## src/rtl/ad9866_pkg.sv

```systemverilog
// Shared types and constants for the AD9866 serial-port responder.
// Register reset image, frame bit positions and FSM state encoding.
package ad9866_pkg;

   typedef enum logic [1:0] {
      ST_IDLE  = 2'd0,
      ST_INSTR = 2'd1,
      ST_DATA  = 2'd2,
      ST_WAIT  = 2'd3
   } ad9866_state_e;

   localparam int AD9866_NREGS = 20;

   // Element 0 is the leftmost byte of the concatenation.
   localparam logic [0:AD9866_NREGS-1][7:0] AD9866_REG_RESET = {8'h80, {(AD9866_NREGS-1){8'h00}}};

   localparam logic [4:0] AD9866_ADDR_RXGAIN = 5'h0A;

   localparam int AD9866_FRAME_W  = 16;
   localparam int AD9866_RW_BIT   = 15;
   localparam int AD9866_ADDR_HI  = 12;
   localparam int AD9866_ADDR_LO  = 8;

endpackage

```

## src/rtl/ad9866_regfile.sv

```systemverilog
// AD9866 shadow register file: one synchronous write port, one asynchronous
// read port and a fixed tap on the RX gain register.
module ad9866_regfile
   import ad9866_pkg::*;
#(
   parameter int                          NREGS        = AD9866_NREGS,
   parameter logic [0:NREGS-1][7:0]       RESET_VALUES = AD9866_REG_RESET
) (
   input  logic       clk,
   input  logic       reset_n,
   input  logic       we,
   input  logic [4:0] waddr,
   input  logic [7:0] wdata,
   input  logic [4:0] raddr,
   output logic [7:0] rdata,
   output logic [5:0] rx_gain
);

   localparam logic [5:0] NREGS_L = 6'(NREGS);

   logic [7:0] regs [0:NREGS-1];
   logic       raddr_ok;

   assign raddr_ok = ({1'b0, raddr} < NREGS_L);

   always_ff @(posedge clk or negedge reset_n) begin
      if (!reset_n) begin
         for (int i = 0; i < NREGS; i++) begin
            regs[i] <= RESET_VALUES[i];
         end
      end else if (we) begin
         regs[waddr] <= wdata;
      end
   end

   // Unimplemented addresses read back as zero.
   always_comb begin
      rdata = 8'h00;
      if (raddr_ok) begin
         rdata = regs[raddr];
      end
   end

   assign rx_gain = regs[AD9866_ADDR_RXGAIN][5:0];

endmodule

```

## src/rtl/ad9866_spi_responder.sv

```systemverilog
// AD9866 4-wire serial port slave: decodes 16-bit frames from an initiator
// sharing clk, updates the shadow registers and drives read data on sdo.
module ad9866_spi_responder
   import ad9866_pkg::*;
#(
   parameter int                    NREGS        = AD9866_NREGS,
   parameter logic [0:NREGS-1][7:0] RESET_VALUES = AD9866_REG_RESET
) (
   input  logic       clk,
   input  logic       reset_n,
   input  logic       sclk,
   input  logic       sen_n,
   input  logic       sdio,
   output logic       sdo,
   output logic       reg_wr,
   output logic [4:0] reg_addr,
   output logic [7:0] reg_wdata,
   output logic [5:0] rx_gain,
   output logic       frame_err,
   output logic       busy
);

   localparam logic [5:0] NREGS_L = 6'(NREGS);
   localparam int         RW_POS  = AD9866_RW_BIT - 8;
   localparam int         AHI_POS = AD9866_ADDR_HI - 8;
   localparam int         ALO_POS = AD9866_ADDR_LO - 8;

   ad9866_state_e state_q, state_d;

   logic       sclk_q;
   logic       rise, fall;
   logic [3:0] bit_cnt_q;
   logic [6:0] shift_q;
   logic [7:0] byte_in;
   logic       rw_q;
   logic [4:0] addr_q;
   logic       addr_ok;
   logic [7:0] rd_data;

   logic       shift_en;
   logic       cnt_clr;
   logic       instr_done;
   logic       frame_done;
   logic       abort;
   logic       sdo_load;
   logic       wr_en;

   logic       sdo_q;
   logic       reg_wr_q;
   logic [4:0] reg_addr_q;
   logic [7:0] reg_wdata_q;
   logic       frame_err_q;
   logic       busy_q;

   assign rise    = sclk & ~sclk_q;
   assign fall    = ~sclk & sclk_q;
   // The bit being shifted in this cycle completes the current byte.
   assign byte_in = {shift_q, sdio};
   assign addr_ok = ({1'b0, addr_q} < NREGS_L);
   assign wr_en   = frame_done & ~rw_q & addr_ok;

   always_ff @(posedge clk or negedge reset_n) begin
      if (!reset_n) begin
         state_q <= ST_IDLE;
      end else begin
         state_q <= state_d;
      end
   end

   // sen_n high takes priority over any sclk edge in the same cycle.
   always_comb begin
      state_d    = state_q;
      shift_en   = 1'b0;
      cnt_clr    = 1'b0;
      instr_done = 1'b0;
      frame_done = 1'b0;
      abort      = 1'b0;
      sdo_load   = 1'b0;
      case (state_q)
         ST_IDLE: begin
            if (!sen_n) begin
               state_d = ST_INSTR;
               cnt_clr = 1'b1;
            end
         end
         ST_INSTR: begin
            if (sen_n) begin
               abort   = 1'b1;
               state_d = ST_IDLE;
            end else if (rise) begin
               shift_en = 1'b1;
               if (bit_cnt_q == 4'd7) begin
                  instr_done = 1'b1;
                  state_d    = ST_DATA;
               end
            end
         end
         ST_DATA: begin
            if (sen_n) begin
               abort   = 1'b1;
               state_d = ST_IDLE;
            end else if (rise) begin
               shift_en = 1'b1;
               if (bit_cnt_q == 4'd15) begin
                  frame_done = 1'b1;
                  state_d    = ST_WAIT;
               end
            end else if (fall && rw_q) begin
               sdo_load = 1'b1;
            end
         end
         ST_WAIT: begin
            if (sen_n) begin
               state_d = ST_IDLE;
            end
         end
         default: begin
            state_d = ST_IDLE;
         end
      endcase
   end

   always_ff @(posedge clk or negedge reset_n) begin
      if (!reset_n) begin
         sclk_q      <= 1'b0;
         bit_cnt_q   <= 4'd0;
         sdo_q       <= 1'b0;
         reg_wr_q    <= 1'b0;
         reg_addr_q  <= 5'd0;
         reg_wdata_q <= 8'd0;
         frame_err_q <= 1'b0;
         busy_q      <= 1'b0;
      end else begin
         sclk_q      <= sclk;
         frame_err_q <= abort;
         reg_wr_q    <= wr_en;
         busy_q      <= (state_d != ST_IDLE);
         if (cnt_clr) begin
            bit_cnt_q <= 4'd0;
         end else if (shift_en) begin
            bit_cnt_q <= bit_cnt_q + 4'd1;
         end
         // Data bit index is 15 - bit_cnt for counts 8..15, i.e. ~bit_cnt[2:0].
         if (abort || frame_done || cnt_clr) begin
            sdo_q <= 1'b0;
         end else if (sdo_load) begin
            sdo_q <= rd_data[~bit_cnt_q[2:0]];
         end
         if (wr_en) begin
            reg_addr_q  <= addr_q;
            reg_wdata_q <= byte_in;
         end
      end
   end

   always_ff @(posedge clk) begin
      if (shift_en) begin
         shift_q <= byte_in[6:0];
      end
      if (instr_done) begin
         rw_q   <= byte_in[RW_POS];
         addr_q <= byte_in[AHI_POS:ALO_POS];
      end
   end

   ad9866_regfile #(
      .NREGS        (NREGS),
      .RESET_VALUES (RESET_VALUES)
   ) u_regfile (
      .clk     (clk),
      .reset_n (reset_n),
      .we      (wr_en),
      .waddr   (addr_q),
      .wdata   (byte_in),
      .raddr   (addr_q),
      .rdata   (rd_data),
      .rx_gain (rx_gain)
   );

   assign sdo       = sdo_q;
   assign reg_wr    = reg_wr_q;
   assign reg_addr  = reg_addr_q;
   assign reg_wdata = reg_wdata_q;
   assign frame_err = frame_err_q;
   assign busy      = busy_q;

endmodule

```

## config.mk

```make
export PLATFORM = sky130hd
export DESIGN_NAME = ad9866_spi_responder
export DESIGN_NICKNAME = d
export VERILOG_FILES = /design/src/rtl/ad9866_pkg.sv /design/src/rtl/ad9866_regfile.sv /design/src/rtl/ad9866_spi_responder.sv
export SDC_FILE = /design/constraint.sdc
export NUM_CORES = 1
export LEC_CHECK = 0
export ABC_AREA = 1
export CAP_MARGIN = 20
export CORE_UTILIZATION = 30
export CTS_CLUSTER_SIZE = 24
export DETAILED_ROUTE_END_ITERATION = 8
export GPL_TIMING_DRIVEN = 0
export SLEW_MARGIN = 20
export SYNTH_ARGS = -nofsm -noshare
export SYNTH_HDL_FRONTEND = slang
export SYNTH_SLANG_ARGS = --single-unit
```

## constraint.sdc

```tcl
create_clock -name clk -period 4.6 [get_ports clk]
set_input_delay 0.69 -clock clk [delete_from_list [all_inputs] [get_ports clk]]
set_output_delay 0.69 -clock clk [all_outputs]
set_load 0.05 [all_outputs]
```

==> impl_metrics.ini, run 1 <==
[detailed_routing]
vias = 7663
viasPerCell = 4.915
finalWirelength_microns = 28040
post_drt_wl_per_cell_microns = 17.98
first_iter_violations = 867
dr.pass1.iters = 6
drc_errors = 0
ant_nets = 0

[logic_synthesis]
yosys.area.top_type = dfrtp_1
yosysWarnings = 0
ys_types = 26
ys_ff_latch = 197
syn_avg_cell_area_sq_um = 8.110
syn_nets = 1119
syn_inst = 1109
yosys-top-cells-area = dfrtp_1 51%, nand2_1 22%, o21ai_0 8.5%
netlist.area_leader.share_pct = 50.92
syn_area_sq_um = 8994
seq_area_frac_synth_pct = 55.55

[placed_design]
gp_congestion = 0.9529
port_buffers = 26
detailed_place_hpwl_microns = 18850
placement.setup.worst_slack_ns = 1.528
place_area_sq_um = 9802

[clocking]
cts_tree = built
hold_buffers = 0
postCtsSetupRepairBufs = 0
cts_made_buffers = 17
max-clock-path-buffers = 2
clk_pin_slew_ns = 0.08
cts_resized = 0
clock-root-buffer = clkbuf_16
htreeDepth = 4
cts.sinks = 197
clock_latency_ns = 0.44

[die]
initial_utilization_pct = 30.43
io-pin-count = 28
std_cell_rows = 63
fp.dieH_microns = 175.1
die_area_sq_um = 30680
core_area_sq_um = 29560
dieWidth_microns = 175.1

[critical_path]
crit_fanout = 10
r2r-start = bit_cnt_q[0]$_DFFE_PN0P_
crit_required_ns = 4.88
arrival_ns = 3.04
worstSetupStartpointType = flip-flop
setup.worst_path.start = bit_cnt_q[0]$_DFFE_PN0P_
worstSetupPathType = reg2reg
critical_path.endpoint_type = flip-flop

[layout]
nFillCells = 3079
stdcell_area_sq_um = 10410
insertedDiodeCount = 0
layout_commonest_cell = nand2_1
mostFrequentLayoutCells = 538 x nand2_1, 183 x dfrtp_1, 152 x o21ai_0
final_nets = 1166
utilization_pct = 35.23
layout-drive-gt1-share_pct = 7.613
syn2layout_area_growth_pct = 15.78

[power]
p_leak_nw = 4.986
ir_drop_mv = 0.2703
totalPowerFinal_w = 0.003588
power_density_nw_per_um2 = 344.6

[sta]
timing.final.ws_setup_ns = 1.846
fin_crit_ns = 2.754
rsz0062_at_grt = no
fin_crit_sh_pct = 59.87
tightest_slew_ns = 0.8698
drv_slew = 0
skew_ns = 0.009391
final_hold_viol_count = 0
setup_viol_count_final = 0
max_freq_ghz = 0.3631
slew_headroom_pct = 42.02

[status]
status = finished, final reports clean

[grt]
grt_pass1_vias = 7510
grt-ovfl-total = 0
grt_usage_pct = 18.96
grt_pass1_wl_microns = 43760
grt_max_degree = 81
grt_antenna_before_repair = 0

[worst_hold_path]
hp-class = in2async

[flow_run]
max-cap-violations = 0
==> registers in the layout, indices dropped and copies added (netlist names), 2 cells and up <==
signal	count
reg_addr	5
u_regfile.regs	154
reg_wdata	8
bit_cnt_q	4
u_regfile.rx_gain	6
shift_q	7
addr_q	5
state_q	2
==> final cells by class <==
type | instances | area [sq um] | share of cell area, %
Sequential cell | 197 | 4996 | 47.98
Multi-Input combinational cell | 809 | 3508 | 33.69
Tap cell | 390 | 488.0 | 4.686
Clock buffer | 18 | 450.4 | 4.326
Buffer | 72 | 372.9 | 3.581
Timing Repair Buffer | 28 | 320.3 | 3.076
Clock inverter | 14 | 160.2 | 1.538
Inverter | 31 | 116.4 | 1.118
==> worst paths after layout <==
| path | slack [ns] | cells past startpoint | end |
|---|---|---|---|
| setup / recovery | 1.85 | 9 | u_regfile.regs[85]$_DFFE_PN0P_ |
| min in group clk | 0.45 | 0 | rw_q$_DFFE_PP_ |
| max in group asynchronous | 3.43 | 3 | u_regfile.regs[159]$_DFFE_PN1P_ |
| setup reg to reg | 1.85 | 9 | u_regfile.regs[85]$_DFFE_PN0P_ |
| hold / removal | 0.10 | 1 | reg_wdata[1]$_DFFE_PN0P_ |
| hold reg to reg | 0.45 | 0 | rw_q$_DFFE_PP_ |
==> power by group <==
group,switching (W),leakage (nW),total (W),internal (W)
sequential,0.0000228,2.68,0.00179,0.00177
combinational,0.000180,2.02,0.000244,0.0000647
clock,0.000743,0.291,0.00155,0.000808
==> critical path, stage by stage, from the launching register on <==
cell and delay (ns):
dfrtp_1 0.52, ha_1 0.26, nand3_1 0.15, nor4_4 0.34, nand2_4 0.15, nor3_4 0.44, nand2_1 0.32, buf_2 0.27
nand2_1 0.07, o21ai_0 0.08
==> layer usage <==
metal / vias up / part of all wire, % / GRT usage [%]
met1: 3675 / 44 / 25.50
li1: 3635 / - / -
met2: 298 / 45 / 29.45
met5: - / 0 / 0
met3: 55 / 7.8 / 4.526
met4: 0 / 2.9 / 7.246
==> logic make-up after synthesis <==
kind of cell               Yosys count  share of synthesized area (%)
AOI/OAI and AO/OA                  196                          10.99
buffers and inverters              103                          5.440
adders and majority gates            5                         0.6956
DFF                                197                          55.55
and+or+nand+nor                    608                          27.32
==> Yosys cell counts, drive strengths merged <==
cell,count
nand2,544
nor3,9
clkbuf,27
dfrtp,183
nor2,22
o21ai,180
a21oi,14
edfxtp,13
a22o,1
inv,31
dfstp,1
nand4,7
nor4,3
ha,5
o2111ai,1
nand3,23
buf,45
==> metrics by stage <==
step	instances	setup TNS [ns]	hold WS [ns]
2_1_floorplan	1109	0	0.3944
3_5_place_dp	1527	0	0.4372
3_3_place_gp	1525	-932.36	0.4348
6_report	1559	0	0.1012
5_1_grt	1559	0	0.1004
4_1_cts	1559	0	0.09872
(Power assumes the default switching activity.)
==> run 2, diff against run 1 <==
==> constraint.sdc (replaced) <==
create_clock -name clk -period 2.68 [get_ports clk]
set_input_delay 0.402 -clock clk [delete_from_list [all_inputs] [get_ports clk]]
set_output_delay 0.402 -clock clk [all_outputs]
set_load 0.05 [all_outputs]
==> run 2 against run 1 <==
Sequential share of layout area shrank 0.33 points. Register-to-register slack worse by 1.7 ns. Final cell count is 0.26% higher. Sequential cell count stayed put. Maximum frequency is 8.9% higher. Critical path type unchanged. Largest power group unchanged.
==> impl_metrics.ini, run 2 (synthesis gave the netlist of run 1 again) <==
[die]
io-pin-count = 28
initial_utilization_pct = 30.43
fp.dieH_microns = 175.1
std_cell_rows = 63
dieWidth_microns = 175.1
core_area_sq_um = 29560
die_area_sq_um = 30680

[detailed_routing]
route.met3.wl_microns = 2137
first_iter_violations = 844
finalWirelength_microns = 28020
post_drt_wl_per_cell_microns = 17.92
drt-met1-wl_microns = 12360
viasPerCell = 4.932
vias = 7709
drc_errors = 0
dr.pass1.iters = 6
ant_nets = 0
maxUsedRoutingLayer = met4
wl_met2_microns = 12770

[critical_path]
worstSetupPathType = reg2reg
crit_fanout = 10
critical_path.endpoint_type = flip-flop
arrival_ns = 2.81
worstSetupStartpointType = flip-flop
crit_required_ns = 2.96
r2r-start = state_q[0]$_DFF_PN0_
setup.worst_path.start = state_q[0]$_DFF_PN0_

[clocking]
cts_made_buffers = 17
max-clock-path-buffers = 2
clock-root-buffer = clkbuf_16
clock_latency_ns = 0.44
htreeDepth = 4
cts_tree = built
cts.sinks = 197
clk_pin_slew_ns = 0.08

[sta]
max_freq_ghz = 0.3953
fin_crit_sh_pct = 94.38
final_hold_viol_count = 0
timing.final.ws_setup_ns = 0.1505
fin_crit_ns = 2.529
fin_tns_setup_ns = 0
rsz0062_at_grt = no
slew_headroom_pct = 44.83
drv_slew = 0
tightest_slew_ns = 0.8212
skew_ns = 0.008736
setup_viol_count_final = 0

[placed_design]
gp_congestion = 0.9529
placement.setup.worst_slack_ns = -0.1041
detailed_place_hpwl_microns = 18850
port_buffers = 26
dp_cells = 1527

[layout]
largest_register_ffs = 154
largest-register = u_regfile.regs
syn2layout_area_growth_pct = 16.60
layout-drive-gt1-share_pct = 8.014
final_nets = 1170
insertedDiodeCount = 0
mostFrequentLayoutCells = 537 x nand2_1, 182 x dfrtp_1, 152 x o21ai_0
layout_commonest_cell = nand2_1
stdcell_count = 1563

[power]
ir_drop_mv = 0.4662
p_leak_nw = 5.017
totalPowerFinal_w = 0.006153
power_density_nw_per_um2 = 586.8

[grt]
grt_antenna_before_repair = 0
grt_pass1_wl_microns = 43780
grt-ovfl-total = 0
grt_pass1_vias = 7505
grt_usage_pct = 18.97
grt_max_degree = 81

[worst_hold_path]
hp-start = sen_n
hp-class = in2reg

[flow_run]
max-cap-violations = 0

[status]
status = finished, final reports clean
[run 2: cell types whose count changed in the layout (fill, tap and decap cells not counted), sizes merged]
cell,delta
dlygate4sd3,+1
buf,+3
[run 2: path summary, 6_finish.rpt]
| kind | to | depth (start not counted) | slack [ns] |
|---|---|---|---|
| max | u_regfile.regs[85]$_DFFE_PN0P_ | 11 | 0.15 |
| min | frame_err$_DFF_PN0_ | 3 | 0.31 |
| max reg2reg | u_regfile.regs[85]$_DFFE_PN0P_ | 11 | 0.15 |
| min reg2reg | rw_q$_DFFE_PP_ | 0 | 0.45 |
| max in group asynchronous | u_regfile.regs[159]$_DFFE_PN1P_ | 4 | 1.22 |
| min in group asynchronous | reg_wdata[1]$_DFFE_PN0P_ | 2 | 0.40 |
[run 2: critical path: stages (launching register included)]
cell     delay, ns
dfrtp_1       0.43
inv_1         0.12
ha_1          0.21
inv_1         0.09
nor4_4        0.36
nand2_4       0.15
nor3_4        0.25
buf_12        0.16
nand2_1       0.18
buf_2         0.27
nand2_1       0.07
o21ai_0       0.08
[run 2: per-stage QoR]
stage / utilization, % / area (sq um) / hold WS [ns]
floorplan: - / 8994 / 0.1064
global placement: 32.96 / 9742 / 0.4348
detailed placement: 33.16 / 9802 / 0.2831
CTS: 35.33 / 10440 / 0.2956
global route: 35.48 / 10490 / 0.3160
finish: 35.48 / 10490 / 0.3059
[run 2: where the power goes]
group	leakage (nW)	internal, W	total (W)	switching [W]
clock	0.291	0.00139	0.00266	0.00127
combinational	2.05	0.000112	0.000420	0.000308
sequential	2.68	0.00304	0.00308	0.0000390
[run 2: what timing repair did]
| action | CTS | global route |
|---|---|---|
| endpoints found under the setup margin | 6 | 64 |
| endpoints found under the hold margin | 33 | 0 |
| buffers inserted | 1 | 2 |
| pin swaps | 1 | 2 |
| resized for setup | 0 | 2 |
| hold buffers | 1 | 0 |
[run 2: metal layers]
| layer | GRT usage (%) | vias up |
|---|---|---|
| li1 | - | 3647 |
| met3 | 4.569 | 49 |
| met2 | 29.70 | 311 |
| met5 | 0 | - |
| met1 | 25.50 | 3702 |
| met4 | 6.703 | 0 |
[run 2: area by class of cell]
class                           count  area [sq um]
Sequential cell                   197          4997
Clock buffer                       18         450.4
Tap cell                          390         488.0
Inverter                           31         116.4
Timing Repair Buffer               32         390.4
Multi-Input combinational cell    809          3511
Clock inverter                     14         160.2
Buffer                             72         372.9
Fill cell                        3066         19070
